<file path="config.mk">
export PLATFORM = sky130hd
export DESIGN_NAME = ber_test_ctrl_flat
export DESIGN_NICKNAME = d
export VERILOG_FILES = /design/src/rtl/conv_viterbi_pkg.sv /design/src/rtl/ber_test_ctrl_if.sv /design/src/rtl/word_delay_line.sv /design/src/rtl/ber_test_ctrl.sv /design/src/flat_wrapper.sv
export SDC_FILE = /design/constraint.sdc
export NUM_CORES = 1
export LEC_CHECK = 0
export BUFFER_PORTS_ARGS = -buffer_cell sky130_fd_sc_hd__buf_2
export CAP_MARGIN = 20
export CORE_MARGIN = 2
export CORE_UTILIZATION = 51
export CTS_CLUSTER_SIZE = 20
export DETAILED_ROUTE_END_ITERATION = 10
export GPL_ROUTABILITY_DRIVEN = 0
export PLACE_DENSITY = 0.77
export SYNTH_ARGS = -nofsm -noshare
export SYNTH_HDL_FRONTEND = slang
export SYNTH_SLANG_ARGS = --single-unit
</file>
<file path="constraint.sdc">
create_clock -name clk -period 9.1 [get_ports clk]
set_input_delay 0.91 -clock clk [delete_from_list [all_inputs] [get_ports clk]]
set_output_delay 0.91 -clock clk [all_outputs]
set_load 0.1 [all_outputs]
</file>
<file path="src/rtl/conv_viterbi_pkg.sv">
// Shared types and helpers for the BER test controller around the Viterbi datapath.
// Holds the word width, counter width, FSM state encoding and the popcount helper.
package conv_viterbi_pkg;

  localparam int WORD_W = 16;
  localparam int CNT_W  = 32;

  typedef enum logic [1:0] {
    ST_IDLE  = 2'd0,
    ST_RUN   = 2'd1,
    ST_DRAIN = 2'd2,
    ST_DONE  = 2'd3
  } state_t;

  // Number of set bits in a word, returned at counter width so it adds directly.
  function automatic logic [CNT_W-1:0] popcount(input logic [WORD_W-1:0] w);
    logic [CNT_W-1:0] n;
    n = '0;
    for (int i = 0; i < WORD_W; i++) begin
      n = n + {{(CNT_W-1){1'b0}}, w[i]};
    end
    return n;
  endfunction

endpackage

</file>
<file path="src/rtl/ber_test_ctrl_if.sv">
// Control/status bundle between the BER test controller and its environment.
// master = stimulus/decoder side, slave = ber_test_ctrl.
interface ber_test_ctrl_if #(
  parameter int WORD_W = 16
);
  logic              start;
  logic              abort;
  logic [WORD_W-1:0] src_word;
  logic [WORD_W-1:0] dec_word;
  logic              clk_enable;
  logic              busy;
  logic              done;
  logic [31:0]       word_cnt;
  logic [31:0]       err_cnt;
  logic              err_sat;

  modport master (
    output start, abort, src_word, dec_word,
    input  clk_enable, busy, done, word_cnt, err_cnt, err_sat
  );

  modport slave (
    input  start, abort, src_word, dec_word,
    output clk_enable, busy, done, word_cnt, err_cnt, err_sat
  );
endinterface

</file>
<file path="src/rtl/word_delay_line.sv">
// Data-plus-valid shift register that models the encoder/decoder latency.
// Advances only when enabled; clr empties it synchronously.
module word_delay_line #(
  parameter int DEPTH = 4,
  parameter int WIDTH = 16
) (
  input  logic             clk,
  input  logic             reset,
  input  logic             clr,
  input  logic             en,
  input  logic [WIDTH-1:0] in_data,
  input  logic             in_valid,
  output logic [WIDTH-1:0] out_data,
  output logic             out_valid
);
  logic [WIDTH-1:0] data_r [DEPTH];
  logic [DEPTH-1:0] valid_r;

  // Shift stages toward the output on each enabled cycle.
  always_ff @(posedge clk or negedge reset) begin
    if (!reset) begin
      valid_r <= '0;
      for (int i = 0; i < DEPTH; i++) data_r[i] <= '0;
    end else if (clr) begin
      valid_r <= '0;
      for (int i = 0; i < DEPTH; i++) data_r[i] <= '0;
    end else if (en) begin
      data_r[0]  <= in_data;
      valid_r[0] <= in_valid;
      for (int i = 1; i < DEPTH; i++) begin
        data_r[i]  <= data_r[i-1];
        valid_r[i] <= valid_r[i-1];
      end
    end else begin
      valid_r <= valid_r;
    end
  end

  assign out_data  = data_r[DEPTH-1];
  assign out_valid = valid_r[DEPTH-1];
endmodule

</file>
<file path="src/rtl/ber_test_ctrl.sv">
// BER test controller: gates the noise/encoder/decoder chain for one frame and counts bit errors.
// Define ERR_SATURATE_EN to make err_cnt clamp at all-ones and raise err_sat instead of wrapping.
module ber_test_ctrl
  import conv_viterbi_pkg::state_t, conv_viterbi_pkg::ST_IDLE, conv_viterbi_pkg::ST_RUN,
         conv_viterbi_pkg::ST_DRAIN, conv_viterbi_pkg::ST_DONE, conv_viterbi_pkg::CNT_W,
         conv_viterbi_pkg::popcount;
#(
  parameter int FRAME_WORDS = 64,
  parameter int LATENCY     = 32,
  parameter int WORD_W      = conv_viterbi_pkg::WORD_W
) (
  input  logic             clk,
  input  logic             reset,
  ber_test_ctrl_if.slave   bus
);
  state_t            state_r, state_nxt_s;
  logic [15:0]       phase_r;
  logic              accept_s, last_run_s, last_drain_s;
  logic              en_nxt_s, busy_nxt_s, done_nxt_s;
  logic              clk_enable_r, busy_r, done_r;
  logic [CNT_W-1:0]  word_cnt_r, err_cnt_r, err_add_s;
  logic [CNT_W:0]    sum_s;
  logic              err_sat_r;
  logic [WORD_W-1:0] dly_data_s;
  logic              dly_valid_s;

  assign accept_s     = (state_r == ST_IDLE) && bus.start && !bus.abort;
  assign last_run_s   = (phase_r == 16'(FRAME_WORDS - 1));
  assign last_drain_s = (phase_r == 16'(LATENCY - 1));

  // FSM state register.
  always_ff @(posedge clk or negedge reset) begin
    if (!reset) state_r <= ST_IDLE;
    else        state_r <= state_nxt_s;
  end

  // Next-state logic; abort outranks both start and the phase counter.
  always_comb begin
    state_nxt_s = state_r;
    case (state_r)
      ST_IDLE:  if (accept_s) state_nxt_s = ST_RUN;   else state_nxt_s = ST_IDLE;
      ST_RUN:   if (bus.abort) state_nxt_s = ST_IDLE;
                else if (last_run_s) state_nxt_s = ST_DRAIN;
                else state_nxt_s = ST_RUN;
      ST_DRAIN: if (bus.abort) state_nxt_s = ST_IDLE;
                else if (last_drain_s) state_nxt_s = ST_DONE;
                else state_nxt_s = ST_DRAIN;
      ST_DONE:  state_nxt_s = ST_IDLE;
      default:  state_nxt_s = ST_IDLE;
    endcase
  end

  // Outputs are decoded from the next state so they can be registered in step with it.
  always_comb begin
    en_nxt_s   = (state_nxt_s == ST_RUN) || (state_nxt_s == ST_DRAIN);
    busy_nxt_s = (state_nxt_s != ST_IDLE);
    done_nxt_s = (state_nxt_s == ST_DONE);
  end

  // Output register and per-state cycle counter.
  always_ff @(posedge clk or negedge reset) begin
    if (!reset) begin
      clk_enable_r <= 1'b0;
      busy_r       <= 1'b0;
      done_r       <= 1'b0;
      phase_r      <= 16'd0;
    end else begin
      clk_enable_r <= en_nxt_s;
      busy_r       <= busy_nxt_s;
      done_r       <= done_nxt_s;
      phase_r      <= (state_nxt_s != state_r) ? 16'd0 : phase_r + 16'd1;
    end
  end

  word_delay_line #(.DEPTH(LATENCY), .WIDTH(WORD_W)) u_dly (
    .clk       (clk),
    .reset     (reset),
    .clr       (accept_s),
    .en        (clk_enable_r),
    .in_data   (bus.src_word),
    .in_valid  (state_r == ST_RUN),
    .out_data  (dly_data_s),
    .out_valid (dly_valid_s)
  );

  assign err_add_s = popcount(dly_data_s ^ bus.dec_word);
  assign sum_s     = {1'b0, err_cnt_r} + {1'b0, err_add_s};

  // Word/error accumulation; counters hold whenever no valid word is compared.
  always_ff @(posedge clk or negedge reset) begin
    if (!reset) begin
      word_cnt_r <= '0;
      err_cnt_r  <= '0;
      err_sat_r  <= 1'b0;
    end else if (accept_s) begin
      word_cnt_r <= '0;
      err_cnt_r  <= '0;
      err_sat_r  <= 1'b0;
    end else if (clk_enable_r && dly_valid_s) begin
      word_cnt_r <= word_cnt_r + 32'd1;
`ifdef ERR_SATURATE_EN
      if (sum_s[CNT_W]) begin
        err_cnt_r <= {CNT_W{1'b1}};
        err_sat_r <= 1'b1;
      end else begin
        err_cnt_r <= sum_s[CNT_W-1:0];
      end
`else
      err_cnt_r <= sum_s[CNT_W-1:0];
`endif
    end else begin
      word_cnt_r <= word_cnt_r;
    end
  end

  assign bus.clk_enable = clk_enable_r;
  assign bus.busy       = busy_r;
  assign bus.done       = done_r;
  assign bus.word_cnt   = word_cnt_r;
  assign bus.err_cnt    = err_cnt_r;
  assign bus.err_sat    = err_sat_r;
endmodule

</file>
<file path="src/flat_wrapper.sv">
// flat-port wrapper written by rule: the top's interface ports become plain ports
module ber_test_ctrl_flat import conv_viterbi_pkg::state_t, conv_viterbi_pkg::ST_IDLE, conv_viterbi_pkg::ST_RUN,
         conv_viterbi_pkg::ST_DRAIN, conv_viterbi_pkg::ST_DONE, conv_viterbi_pkg::CNT_W,
         conv_viterbi_pkg::popcount;
#(
  parameter int FRAME_WORDS = 64,
  parameter int LATENCY     = 32,
  parameter int WORD_W      = conv_viterbi_pkg::WORD_W
)
  (clk, reset, bus_start, bus_abort, bus_src_word, bus_dec_word, bus_clk_enable, bus_busy, bus_done, bus_word_cnt, bus_err_cnt, bus_err_sat);
  ber_test_ctrl_if #(.WORD_W(WORD_W)) bus_i ();
  input  logic clk;
  input  logic reset;
  input wire logic [$bits(bus_i.start)-1:0] bus_start;
  input wire logic [$bits(bus_i.abort)-1:0] bus_abort;
  input wire logic [$bits(bus_i.src_word)-1:0] bus_src_word;
  input wire logic [$bits(bus_i.dec_word)-1:0] bus_dec_word;
  output wire logic [$bits(bus_i.clk_enable)-1:0] bus_clk_enable;
  output wire logic [$bits(bus_i.busy)-1:0] bus_busy;
  output wire logic [$bits(bus_i.done)-1:0] bus_done;
  output wire logic [$bits(bus_i.word_cnt)-1:0] bus_word_cnt;
  output wire logic [$bits(bus_i.err_cnt)-1:0] bus_err_cnt;
  output wire logic [$bits(bus_i.err_sat)-1:0] bus_err_sat;
  assign bus_i.start = bus_start;
  assign bus_i.abort = bus_abort;
  assign bus_i.src_word = bus_src_word;
  assign bus_i.dec_word = bus_dec_word;
  assign bus_clk_enable = bus_i.clk_enable;
  assign bus_busy = bus_i.busy;
  assign bus_done = bus_i.done;
  assign bus_word_cnt = bus_i.word_cnt;
  assign bus_err_cnt = bus_i.err_cnt;
  assign bus_err_sat = bus_i.err_sat;
  ber_test_ctrl #(.FRAME_WORDS(FRAME_WORDS), .LATENCY(LATENCY), .WORD_W(WORD_W)) u_core (.clk(clk), .reset(reset), .bus(bus_i));
endmodule
</file>
==> impl_results.md, run 1 <==
- Per-cell routed wire length: 16.1 microns
- Period utilization: 59.6%
- Final #Nets: 2378
- Multiplexer share of the synthesized area: 20.6%
- Avg Cell Area, Syn: 11.8 sq um
- H-Tree Depth: 3
- Starting Density: 51.7%
- Largest family of logic cells by synthesized area: multiplexers
- Worst skew pair latency: 0.59 ns
- Post-synthesis compound-gate area fraction: 1.33%
- Fillers: 4140
- Fin. Hold Viols: 0
- DR vias: 16200
- Min Tclk post-route: 5.42 ns
- Critical Path RT: 9.59 ns
- Max-Cap Viols: 0
- HPWL Detailed: 29.5 mm
- Clock power frac: 42.8%
- Max-slew headroom: 20.8%
- Clock sink total: 629
- First-pass GRT wire length: 82.8 mm
- Reg power frac: 49.1%
- Synthesized flop and latch total: 629
- Commonest non-fill, non-tap cell in the layout: dfrtp_1
- Max IR drop VDD: 0.179 mV
- Top layer in use: met4
- Hold_buf cts: 0
- CTS tree: yes
- Pwr/cell area: 202 mW/mm^2
- Synth-to-Final Area Change: 11.5%
- Post-synthesis simple-gate area fraction: 12.0%
- DRT antenna net count: 0
- Finished Core Util: 57.7%
- Peak Freq: 0.185 GHz
- Yosys warnings: 0
- Placed cell count: 2922
- IO Port Bufs: 102
- Combined flip-flop and latch cell area: 0.0157 sq mm
- Die Y: 232 microns
- Non-filler cells, final: 3035
- Crit path launch: bus_dec_word[0]
- Setup TNS Final: 0 ns
- Total wire length: 49.0 mm
- Post-Syn Instances: 2261
- Asr flop ratio synth: 100%
- Number of CTS-inserted buffers: 66
- Fin worst setup slack: 3.68 ns
- Std cell rows: 83
- Multi-input gate area: 0.0101 sq mm
- Num ports: 104
- Total track usage: 18.7%
- Slew @ Worst Pin: 1.19 ns
- Predominant post-synthesis flop cell: dfrtp_1
- Fin area: 0.0296 sq mm
- Layout cell share with drive strength beyond 1: 9.89%
- Top cell type's share of synthesized area: 59.2%
- Die area: 0.0540 sq mm
- Outcome: finished clean
- Post-synth EDFFs: 0
- Clock-pin slew on the worst setup and hold paths: 0.06 ns
- Synth top area cells: dfrtp_1, mux2i_1, nor2_1, xor2_1, buf_2
- DP Area: 0.0275 sq mm
- Worst hold path class: in2async
- Vias per std cell: 5.33
- Most frequent cells in the layout: dfrtp_1, nor2_1, mux2i_1
- Worst setup SP type: input pin
- Register area share after synthesis: 59.2%
- Grt ovf: 0
- CTS Root Cell: clkbuf_16
- LEAKAGE: 15.4 nW
- Psw: 1.42 mW
- DR iter-0 viols: 1274
- Endpoints failing setup: 0
- Fraction of the mapped netlist area in adder cells: 1.72%
- Hold WS: 0.320 ns
- Fin. max-slew vios: 0
- Placeable Area: 0.0514 sq mm
- PostCTS Resize Cnt: 0
- Distinct cells, synth: 51
- Initial antenna violation count: 2
- DR pass1 iterations: 5
- Postcts setup bufs: 0
- Syn nets: 2327
- Met3 wire len: 2.18 mm
- Area leader, netlist: dfrtp_1
- CTS Buffer Depth: 3
- M1 WL: 22.2 mm
- Synthesized area: 0.0266 sq mm
- CP endpoint kind: register
- Worst Path Arrival: 5.91 ns
- Largest net degree at the start of global routing: 265
- Crit Reg-Reg Startpoint: u_core.u_dly.out_data[0]$_DFFE_PN0P_
- Met2 WL: 23.7 mm
- Die W: 232 microns
- Drt drc: 0
- RSZ-0062 raised after global routing: no
- Switching portion of total power: 23.8%
- Power, Total: 5.98 mW
- CP max FO: 7
- Post-Synth XOR/XNOR Area: 2.44%
- Setup Crit Path Kind: in2reg
- Vias in the first global route: 16200
- Internal: 4.55 mW
- N_diodes: 0
- Dpl ws: 3.17 ns
- Comb power frac: 8.1%
- Max Clock Skew: 0.0229 ns
-- cell families (layout without fill, tap and decap cells) --
| family | after synthesis | in the layout |
|---|---|---|
| flip-flops | 629 | 629 |
| AO/OA/AOI/OAI | 57 | 57 |
| AND/OR/NAND/NOR | 759 | 759 |
| multiplexers | 546 | 546 |
| buffers and inverters | 165 | 259 |
| other | 1 | 1 |
| XOR/XNOR | 74 | 74 |
| adder cells (fa/ha/maj) | 30 | 30 |
-- path summary, 6_finish.rpt --
kind,end,slack (ns),depth (start not counted)
worst max-delay path,u_core.bus.err_cnt[28]$_DFFE_PN0P_,3.68,17
worst min-delay path,u_core.u_dly.data_r[45]$_DFFE_PN0P_,0.32,1
worst max register to register,u_core.bus.err_cnt[28]$_DFFE_PN0P_,3.72,16
worst min register to register,u_core.phase_r[0]$_DFF_PN0_,0.49,1
max in group asynchronous,u_core.u_dly.data_r[356]$_DFFE_PN0P_,6.62,3
min in group clk,u_core.phase_r[0]$_DFF_PN0_,0.49,1
-- layer usage --
layer,vias up,GRT usage (%)
li1,7691,-
met1,8171,26.1
met2,243,29.7
met3,83,4.39
met4,0,4.79
met5,-,0
-- synthesized netlist by cell type (2+ instances only) --
cell type  instances
a21o_1             2
a21oi_1           20
a31oi_1            2
and3_1            13
and4_1             9
buf_1              7
buf_2             89
clkbuf_1          43
dfrtp_1          629
fa_1              11
ha_1              19
inv_1             25
mux2i_1          545
nand2_1           36
nand3_1           20
nand3_2            2
nand4_1           23
nor2_1           615
nor2b_1            4
nor3_1             6
nor4_1             2
nor4_4             3
o2111ai_1          3
o211ai_1           5
o21a_1             2
o21ai_0           13
o21ai_1            2
o31ai_1            2
or2_2              2
or3_1              9
or4_1              6
xnor2_1           14
xor2_1            60
-- critical path, cell delays in order --
cell and delay (ns):
buf_2 0.10, xor2_1 0.15, ha_1 0.33, fa_1 0.54, fa_1 0.52, fa_1 0.54
inv_1 0.05, fa_1 0.46, inv_1 0.07, ha_1 0.20, inv_1 0.07, fa_1 0.38
nor2b_1 0.24, o31a_1 0.35, o21ai_0 0.29, or4_1 0.54, a21oi_1 0.16
-- layout make-up --
type / instances / share of cell area (%)
Inverter: 25 / 0.317
Multi-Input combinational cell: 1467 / 34.2
Timing Repair Buffer: 123 / 2.58
Sequential cell: 629 / 53.1
Clock buffer: 94 / 6.40
Tap cell: 680 / 2.87
Clock inverter: 17 / 0.549
-- flip-flops by register name (all words and copies together), names as in the netlist --
name and count:
u_core.bus.word_cnt 32, u_core.phase_r 16, u_core.u_dly.valid_r 32, u_core.bus.busy 1
u_core.state_r 2, u_core.u_dly.out_data 16, u_core.bus.done 1, u_core.bus.clk_enable 1
u_core.u_dly.data_r 496, u_core.bus.err_cnt 32
-- power by group through the flow --
| stage | sequential (mW) | clock [mW] | combinational (mW) |
|---|---|---|---|
| 6_report | 2.94 | 2.56 | 0.485 |
| 2_1_floorplan | 2.97 | 0 | 0.359 |
| 3_3_place_gp | 2.98 | 0 | 0.472 |
| 4_1_cts | 2.94 | 2.62 | 0.490 |
| 3_5_place_dp | 2.99 | 0 | 0.486 |
| 5_1_grt | 2.95 | 2.75 | 0.550 |
No activity file was read; power rests on OpenSTA's default activity.
==> run 2, diff against run 1 <==
Settings changed: ABC_AREA set to 1, PLACE_DENSITY 0.77 to 0.79.
Clock period 9.1 ns to 4.5 ns, I/O delays scaled along.
==> impl_results.md, run 2 <==
- CP max FO: 5 (was 7)
- H-Tree Depth: 2 (was 3)
- Clock-pin slew on the worst setup and hold paths: 0.06 ns (about the same)
- Post-synth EDFFs: 0 (unchanged)
- Top-count cell post-synth: inv_1 (was dfrtp_1)
- Placed cell count: 3266 (was 2922)
- CP endpoint kind: register (unchanged)
- Die W: 231 microns (was 232 microns)
- Area leader, netlist: dfrtp_1 (unchanged)
- Total wire length: 51.2 mm (was 49.0 mm)
- Distinct cells, synth: 36 (was 51)
- Synthesized flop and latch total: 629 (unchanged)
- DRT antenna net count: 0 (unchanged)
- CTS Buffer Depth: 3 (unchanged)
- HPWL Detailed: 31.1 mm (was 29.5 mm)
- Finished Core Util: 57.1% (was 57.7%)
- Number of buffers and inverters on the critical path: 5 (was 4)
- Most frequent cells in the layout: inv_1, dfrtp_1, a22oi_1 (was dfrtp_1, nor2_1, mux2i_1)
- Placeable Area: 0.0512 sq mm (was 0.0514 sq mm)
- Max reg flops: 496 (unchanged)
- Clock sink total: 629 (unchanged)
- Max Clock Skew: 0.0141 ns (was 0.0229 ns)
- Top cell type's share of synthesized area: 59.8% (was 59.2%)
- Max IR drop VDD: 0.353 mV (was 0.179 mV)
- Pwr/cell area: 418 mW/mm^2 (was 202 mW/mm^2)
- Fin. max-slew vios: 0 (unchanged)
- Synthesized area: 0.0263 sq mm (was 0.0266 sq mm)
- Period utilization: 99.4%
- Syn nets: 2654 (was 2327)
- Final #Nets: 2714 (was 2378)
- Worst Path Arrival: 5.00 ns (was 5.91 ns)
- DP Area: 0.0271 sq mm (was 0.0275 sq mm)
- Yosys warnings: 0 (unchanged)
- Fin. Hold Viols: 43 (was 0)
- Grt ovf: 0 (unchanged)
- N_diodes: 0 (unchanged)
- Post-Syn Instances: 2588 (was 2261)
- Vias in the first global route: 17800 (was 16200)
- Top cell family by delay on the critical path: adder cells (unchanged)
- Non-filler cells, final: 3372 (was 3035)
- Worst setup SP type: register (was input pin)
- DR vias: 18200 (was 16200)
- Asr flop ratio synth: 100% (unchanged)
- Power, Total: 12.2 mW (was 5.98 mW)
- Peak Freq: 0.224 GHz
- Worst skew pair latency: 0.60 ns (was 0.59 ns)
- Starting Density: 51.4% (was 51.7%)
- Critical path cell sequence: xor2_1 -> ha_1 -> fa_1 -> fa_1 -> fa_1 -> inv_2 -> fa_1 -> inv_1 -> ha_2 -> inv_2 -> fa_2 -> inv_2 -> nand3_2 -> nand3_2 -> nand2_4 -> buf_6 -> nand2_4 -> nand4_1 -> nand2_1 -> nand2_1 -> nor2_1 (was buf_2 -> xor2_1 -> ha_1 -> fa_1 -> fa_1 -> fa_1 -> inv_1 -> fa_1 -> inv_1 -> ha_1 -> inv_1 -> fa_1 -> nor2b_1 -> o31a_1 -> o21ai_0 -> or4_1 -> a21oi_1)
- LEAKAGE: 17.7 nW (was 15.4 nW)
- Critical Path RT: 5.03 ns (was 9.59 ns)
- Top post-synthesis cells by count: inv_1, dfrtp_1, a22oi_1 (was dfrtp_1, nor2_1, mux2i_1)
- Largest net degree at the start of global routing: 245 (was 265)
- Predominant post-synthesis flop cell: dfrtp_1 (unchanged)
- Num ports: 104 (unchanged)
- Die Y: 231 microns (was 232 microns)
- Commonest non-fill, non-tap cell in the layout: inv_1 (was dfrtp_1)
- Total track usage: 19.1% (was 18.7%)
- Synth-to-Final Area Change: 11.0% (was 11.5%)
- Max-slew headroom: 31.7% (was 20.8%)
- Layout cell share with drive strength beyond 1: 10.1% (was 9.89%)
- Most frequent CP cell: fa_1 (unchanged)
- CTS Root Cell: clkbuf_16 (unchanged)
- Slowest CP cell: fa_1 (unchanged)
- Failing checks: hold timing
- Slew @ Worst Pin: 1.02 ns (was 1.19 ns)
- Max-Cap Viols: 0 (unchanged)
- First-pass GRT wire length: 86.8 mm (was 82.8 mm)
- Endpoints failing setup: 0 (unchanged)
- CTS tree: yes (unchanged)
- Hold_buf cts: 0 (unchanged)
- Outcome: finished with violations (was finished clean)
- Per-cell routed wire length: 15.2 microns (was 16.1 microns)
- Avg Cell Area, Syn: 10.2 sq um (was 11.8 sq um)
- Hold WS: -0.0250 ns (was 0.320 ns)
- Slowest stage delay, CP: 0.59 ns (was 0.54 ns)
- DR pass1 iterations: 8 (was 5)
- Setup Crit Path Kind: reg2reg (was in2reg)
- Worst hold path class: in2async (unchanged)
- Vias per std cell: 5.41 (was 5.33)
- RSZ-0062 raised after global routing: yes (was no)
- Fin area: 0.0292 sq mm (was 0.0296 sq mm)
- DR iter-0 viols: 1758 (was 1274)
- Die area: 0.0535 sq mm (was 0.0540 sq mm)
- Min Tclk post-route: 4.47 ns
- IO Port Bufs: 102 (unchanged)
- Number of CTS-inserted buffers: 57 (was 66)
- Initial antenna violation count: 1 (was 2)
- Drt drc: 0 (unchanged)
- Register area share after synthesis: 59.8% (was 59.2%)
- Fillers: 4052 (was 4140)
- Std cell rows: 83 (unchanged)
- Synth top area cells: dfrtp_1, a22oi_1, inv_1, nand2_1, nor2_1 (was dfrtp_1, mux2i_1, nor2_1, xor2_1, buf_2)
- Most flops, register: u_core.u_dly.data_r (unchanged)
run 2: cell types whose count changed after synthesis, moves of 13 or more:
| cell | delta |
|---|---|
| a22oi_1 | +498 |
| and3_1 | -13 |
| buf_2 | -40 |
| buf_4 | +35 |
| buf_6 | +37 |
| clkbuf_1 | -34 |
| inv_1 | +622 |
| mux2i_1 | -545 |
| nand2_1 | +224 |
| nand3_1 | +35 |
| nor2_1 | -491 |
| nor3_1 | +19 |
| o21ai_0 | +50 |
| xor2_1 | -40 |
run 2: kinds of logic (layout without fill, tap and decap cells):
family / after synthesis / in the layout / share of synthesized area [%]
buf+inv: 787 / 891 / 13.0
flops: 629 / 629 / 59.8
compound gates: 605 / 605 / 16.4
simple gates: 505 / 505 / 8.03
xor+xnor: 31 / 31 / 1.03
fa+ha+maj: 30 / 30 / 1.74
other cells: 1 / 1 / 0.0142
run 2: report_power, final:
| part | internal [mW] | leakage, nW | total (mW) | switching, mW |
|---|---|---|---|---|
| clock network | 3.03 | 0.991 | 5.08 | 2.05 |
| logic | 0.331 | 7.94 | 1.23 | 0.896 |
| registers | 5.82 | 8.73 | 5.92 | 0.105 |
run 2: area by class of cell:
cell class | count | area [sq um] | area share (%)
clock buffer | 89 | 1770 | 6.05
clock inverter | 14 | 235 | 0.804
inverter | 656 | 2470 | 8.46
multi-input combinational | 1172 | 7320 | 25.0
sequential | 629 | 15700 | 53.8
tap | 680 | 851 | 2.91
timing repair buffer | 132 | 857 | 2.93
run 2: worst reg2reg max path: stages (launching register included):
cell,delay (ns)
dfrtp_1,0.39
xor2_1,0.16
ha_1,0.37
fa_1,0.59
fa_1,0.43
fa_1,0.50
inv_2,0.04
fa_1,0.43
inv_1,0.07
ha_2,0.18
inv_2,0.04
fa_2,0.35
inv_2,0.08
nand3_2,0.08
nand3_2,0.12
nand2_4,0.07
buf_6,0.12
nand2_4,0.06
nand4_1,0.11
nand2_1,0.10
nand2_1,0.05
nor2_1,0.09
run 2: routing by layer:
metal	vias up	wire length (microns)	track usage (%)
met5	-	10	0
met4	2	1250	5.63
met3	114	2470	2.57
met2	469	25200	31.8
met1	9150	22200	26.3
li1	8512	-	-
run 2: metrics by stage:
step	setup TNS [ns]	setup WS, ns
global placement	-1.91	-0.226
detailed placement	-4.14	-0.356
finish	0	0.0258
global route	-1.94	-0.147
CTS	0	0.0361
floorplan	0	0.00588
run 2: path summary, 6_finish.rpt:
check	startpoint	endpoint	slack (ns)	cells past startpoint
worst max-delay path	u_core.u_dly.out_data[0]$_DFFE_PN0P_	u_core.bus.err_cnt[18]$_DFFE_PN0P_	0.03	21
worst min-delay path	reset	u_core.u_dly.data_r[110]$_DFFE_PN0P_	-0.03	1
worst max register to register	u_core.u_dly.out_data[0]$_DFFE_PN0P_	u_core.bus.err_cnt[18]$_DFFE_PN0P_	0.03	21
worst min register to register	u_core.phase_r[0]$_DFF_PN0_	u_core.phase_r[0]$_DFF_PN0_	0.48	1
max in group asynchronous	reset	u_core.bus.err_cnt[15]$_DFFE_PN0P_	3.44	2
min in group clk	bus_src_word[4]	u_core.u_dly.data_r[500]$_DFFE_PN0P_	0.05	3
run 2: timing repair:
item,CTS,global route
setup endpoints to repair,13,26
pin swaps,8,13
setup buffers,1,2
resized for setup,5,42
==> run 3, diff against run 2 <==
Settings changed: CORE_UTILIZATION 51 to 56, CTS_CLUSTER_SIZE 20 to unset, PLACE_DENSITY 0.79 to 0.85.
==> impl_results.md, run 3 (synthesis gave the netlist of run 2 again) <==
- Outcome: finished with violations (unchanged)
- Failing checks: setup timing (was hold timing)
- Top cell family by delay on the critical path: adder cells (unchanged)
- Layout cell share with drive strength beyond 1: 10.5% (was 10.1%)
- Clock power frac: 40.6% (was 41.5%)
- GRT met1 Usage: 28.4% (was 26.3%)
- Most flops, register: u_core.u_dly.data_r (unchanged)
- Most frequent CP cell: fa_1 (unchanged)
- Fin. Hold Viols: 0 (was 43)
- Max-slew headroom: 42.3% (was 31.7%)
- Dpl ws: -0.435 ns (was -0.356 ns)
- Min Tclk post-route: 4.63 ns (was 4.47 ns)
- Largest net degree at the start of global routing: 139 (was 245)
- Worst hold path class: in2reg (was in2async)
- Period utilization: 103% (was 99.4%)
- Peak Freq: 0.216 GHz (was 0.224 GHz)
- DR iter-0 viols: 2077 (was 1758)
- Number of CTS-inserted buffers: 56 (was 57)
- Total wire length: 53.7 mm (was 51.2 mm)
- Total track usage: 21.6% (was 19.1%)
- IO Port Bufs: 102 (unchanged)
- DR vias: 18900 (was 18200)
- Switching portion of total power: 25.7% (was 25.0%)
- Die W: 221 microns (was 231 microns)
- CTS tree: yes (unchanged)
- Fin. max-slew vios: 0 (unchanged)
- Max-Cap Viols: 0 (unchanged)
- Die area: 0.0488 sq mm (was 0.0535 sq mm)
- Vias in the first global route: 18800 (was 17800)
- Drt drc: 0 (unchanged)
- Grt ovf: 0 (unchanged)
- Number of buffers and inverters on the critical path: 5 (unchanged)
- Most frequent cells in the layout: inv_1, dfrtp_1, a22oi_1 (unchanged)
- Slowest CP cell: fa_2 (was fa_1)
- Commonest non-fill, non-tap cell in the layout: inv_1 (unchanged)
- Setup Crit Path Kind: reg2reg (unchanged)
- Comb power frac: 10.7% (was 10.0%)
- Clock sink total: 629 (unchanged)
- Die Y: 221 microns (was 231 microns)
- Max IR drop VDD: 0.363 mV (was 0.353 mV)
- Vias per std cell: 5.71 (was 5.41)
- Finished Core Util: 62.8% (was 57.1%)
- Placeable Area: 0.0465 sq mm (was 0.0512 sq mm)
- Worst skew pair latency: 0.60 ns (about the same)
- LEAKAGE: 17.7 nW (about the same)
- Critical Path RT: 4.95 ns (was 5.03 ns)
- Slew @ Worst Pin: 0.864 ns (was 1.02 ns)
- Starting Density: 56.7% (was 51.4%)
- Final #Nets: 2715 (was 2714)
- RSZ-0062 raised after global routing: yes (unchanged)
- Num ports: 104 (unchanged)
- CP max FO: 3 (was 5)
- Pwr/cell area: 417 mW/mm^2 (was 418 mW/mm^2)
- Std cell rows: 79 (was 83)
- Reg power frac: 48.7% (was 48.4%)
- Clock-pin slew on the worst setup and hold paths: 0.06 ns (about the same)
- H-Tree Depth: 2 (unchanged)
- Met2 Resource Use GR: 36.9% (was 31.8%)
- DRT antenna net count: 0 (unchanged)
- GR Util met3: 3.17% (was 2.57%)
- HPWL Detailed: 32.0 mm (was 31.1 mm)
- CP endpoint kind: register (unchanged)
- Global routing's busiest layer: met2 (unchanged)
- Non-filler cells, final: 3304 (was 3372)
- Max reg flops: 496 (unchanged)
- Placed cell count: 3194 (was 3266)
- DP Area: 0.0270 sq mm (was 0.0271 sq mm)
- Endpoints failing setup: 13 (was 0)
- DR pass1 iterations: 7 (was 8)
- Slowest stage delay, CP: 0.61 ns (was 0.59 ns)
- Psw: 3.13 mW (was 3.05 mW)
- CTS Buffer Depth: 3 (unchanged)
- Internal: 9.04 mW (was 9.18 mW)
- Initial antenna violation count: 1 (unchanged)
- Setup TNS Final: -1.07 ns (was 0 ns)
- Fin area: 0.0292 sq mm (about the same)
- CTS Root Cell: clkbuf_16 (unchanged)
- Worst Path Arrival: 5.09 ns (was 5.00 ns)
- Max Clock Skew: 0.0139 ns (was 0.0141 ns)
- Per-cell routed wire length: 16.3 microns (was 15.2 microns)
- Worst setup SP type: register (unchanged)
- First-pass GRT wire length: 90.1 mm (was 86.8 mm)
- Critical path cell sequence: xor2_1 -> ha_1 -> fa_2 -> fa_1 -> fa_1 -> inv_1 -> fa_1 -> inv_1 -> ha_2 -> inv_2 -> fa_2 -> inv_4 -> nand3_4 -> nand3_4 -> buf_6 -> nand3_2 -> nand2_1 -> nand2_1 -> nand4_1 -> o21ai_1 (was xor2_1 -> ha_1 -> fa_1 -> fa_1 -> fa_1 -> inv_2 -> fa_1 -> inv_1 -> ha_2 -> inv_2 -> fa_2 -> inv_2 -> nand3_2 -> nand3_2 -> nand2_4 -> buf_6 -> nand2_4 -> nand4_1 -> nand2_1 -> nand2_1 -> nor2_1)
- Fin worst setup slack: -0.132 ns (was 0.0258 ns)
- Synth-to-Final Area Change: 10.8% (was 11.0%)
[run 3: repair_timing]
item | in CTS | in global routing
hold endpoints to repair | 105 | 0
endpoints found under the setup margin | 14 | 25
hold buffers | 1 | 0
setup buffers | 2 | 2
pin swaps | 12 | 14
resized for setup | 13 | 44
[run 3: metrics by stage]
| step | power (mW) | hold slack, ns |
|---|---|---|
| finish | 12.2 | 0.0660 |
| global route | 12.6 | 0.0885 |
| CTS | 12.2 | 0.0503 |
| detailed placement | 7.20 | 0.462 |
| global placement | 7.13 | 0.444 |
| floorplan | 6.89 | 0.154 |
[run 3: worst paths after layout]
check / depth (start not counted) / endpoint / slack (ns) / start
min in group asynchronous: 2 / u_core.u_dly.data_r[79]$_DFFE_PN0P_ / 0.48 / reset
min reg2reg: 1 / u_core.phase_r[0]$_DFF_PN0_ / 0.47 / u_core.phase_r[0]$_DFF_PN0_
max: 20 / u_core.bus.err_cnt[12]$_DFFE_PN0P_ / -0.13 / u_core.u_dly.out_data[1]$_DFFE_PN0P_
max reg2reg: 20 / u_core.bus.err_cnt[12]$_DFFE_PN0P_ / -0.13 / u_core.u_dly.out_data[1]$_DFFE_PN0P_
max in group asynchronous: 3 / u_core.u_dly.data_r[434]$_DFFE_PN0P_ / 2.85 / reset
min: 3 / u_core.u_dly.data_r[501]$_DFFE_PN0P_ / 0.07 / bus_src_word[5]
[run 3: worst min-delay path: stages]
cell     delay, ns
buf_2         0.07
nand2_1       0.04
o21ai_0       0.06
[run 3: metal layers]
| metal | share of wire [%] | up-vias |
|---|---|---|
| met5 | 0 | - |
| met4 | 3.3 | 0 |
| met3 | 5.4 | 171 |
| met2 | 51 | 665 |
| met1 | 41 | 9486 |
| li1 | - | 8538 |
[run 3: area by class of cell]
type                    count  area, sq um
clock inverters            27          310
diodes                      1         2.50
repair buffers            134          916
well taps                 607          759
clock buffers              78         1620
inverters                 656         2470
multi-input cells        1172         7350
flip-flops and latches    629        15700
fillers                  3312        17300
[run 3: power by group through the flow]
| stage | clock [mW] | sequential, mW | combinational (mW) |
|---|---|---|---|
| 2_1_floorplan | 0 | 6.08 | 0.816 |
| 3_3_place_gp | 0 | 6.02 | 1.12 |
| 3_5_place_dp | 0 | 6.02 | 1.17 |
| 4_1_cts | 5.01 | 5.92 | 1.23 |
| 5_1_grt | 5.25 | 5.94 | 1.44 |
| 6_report | 4.94 | 5.93 | 1.31 |
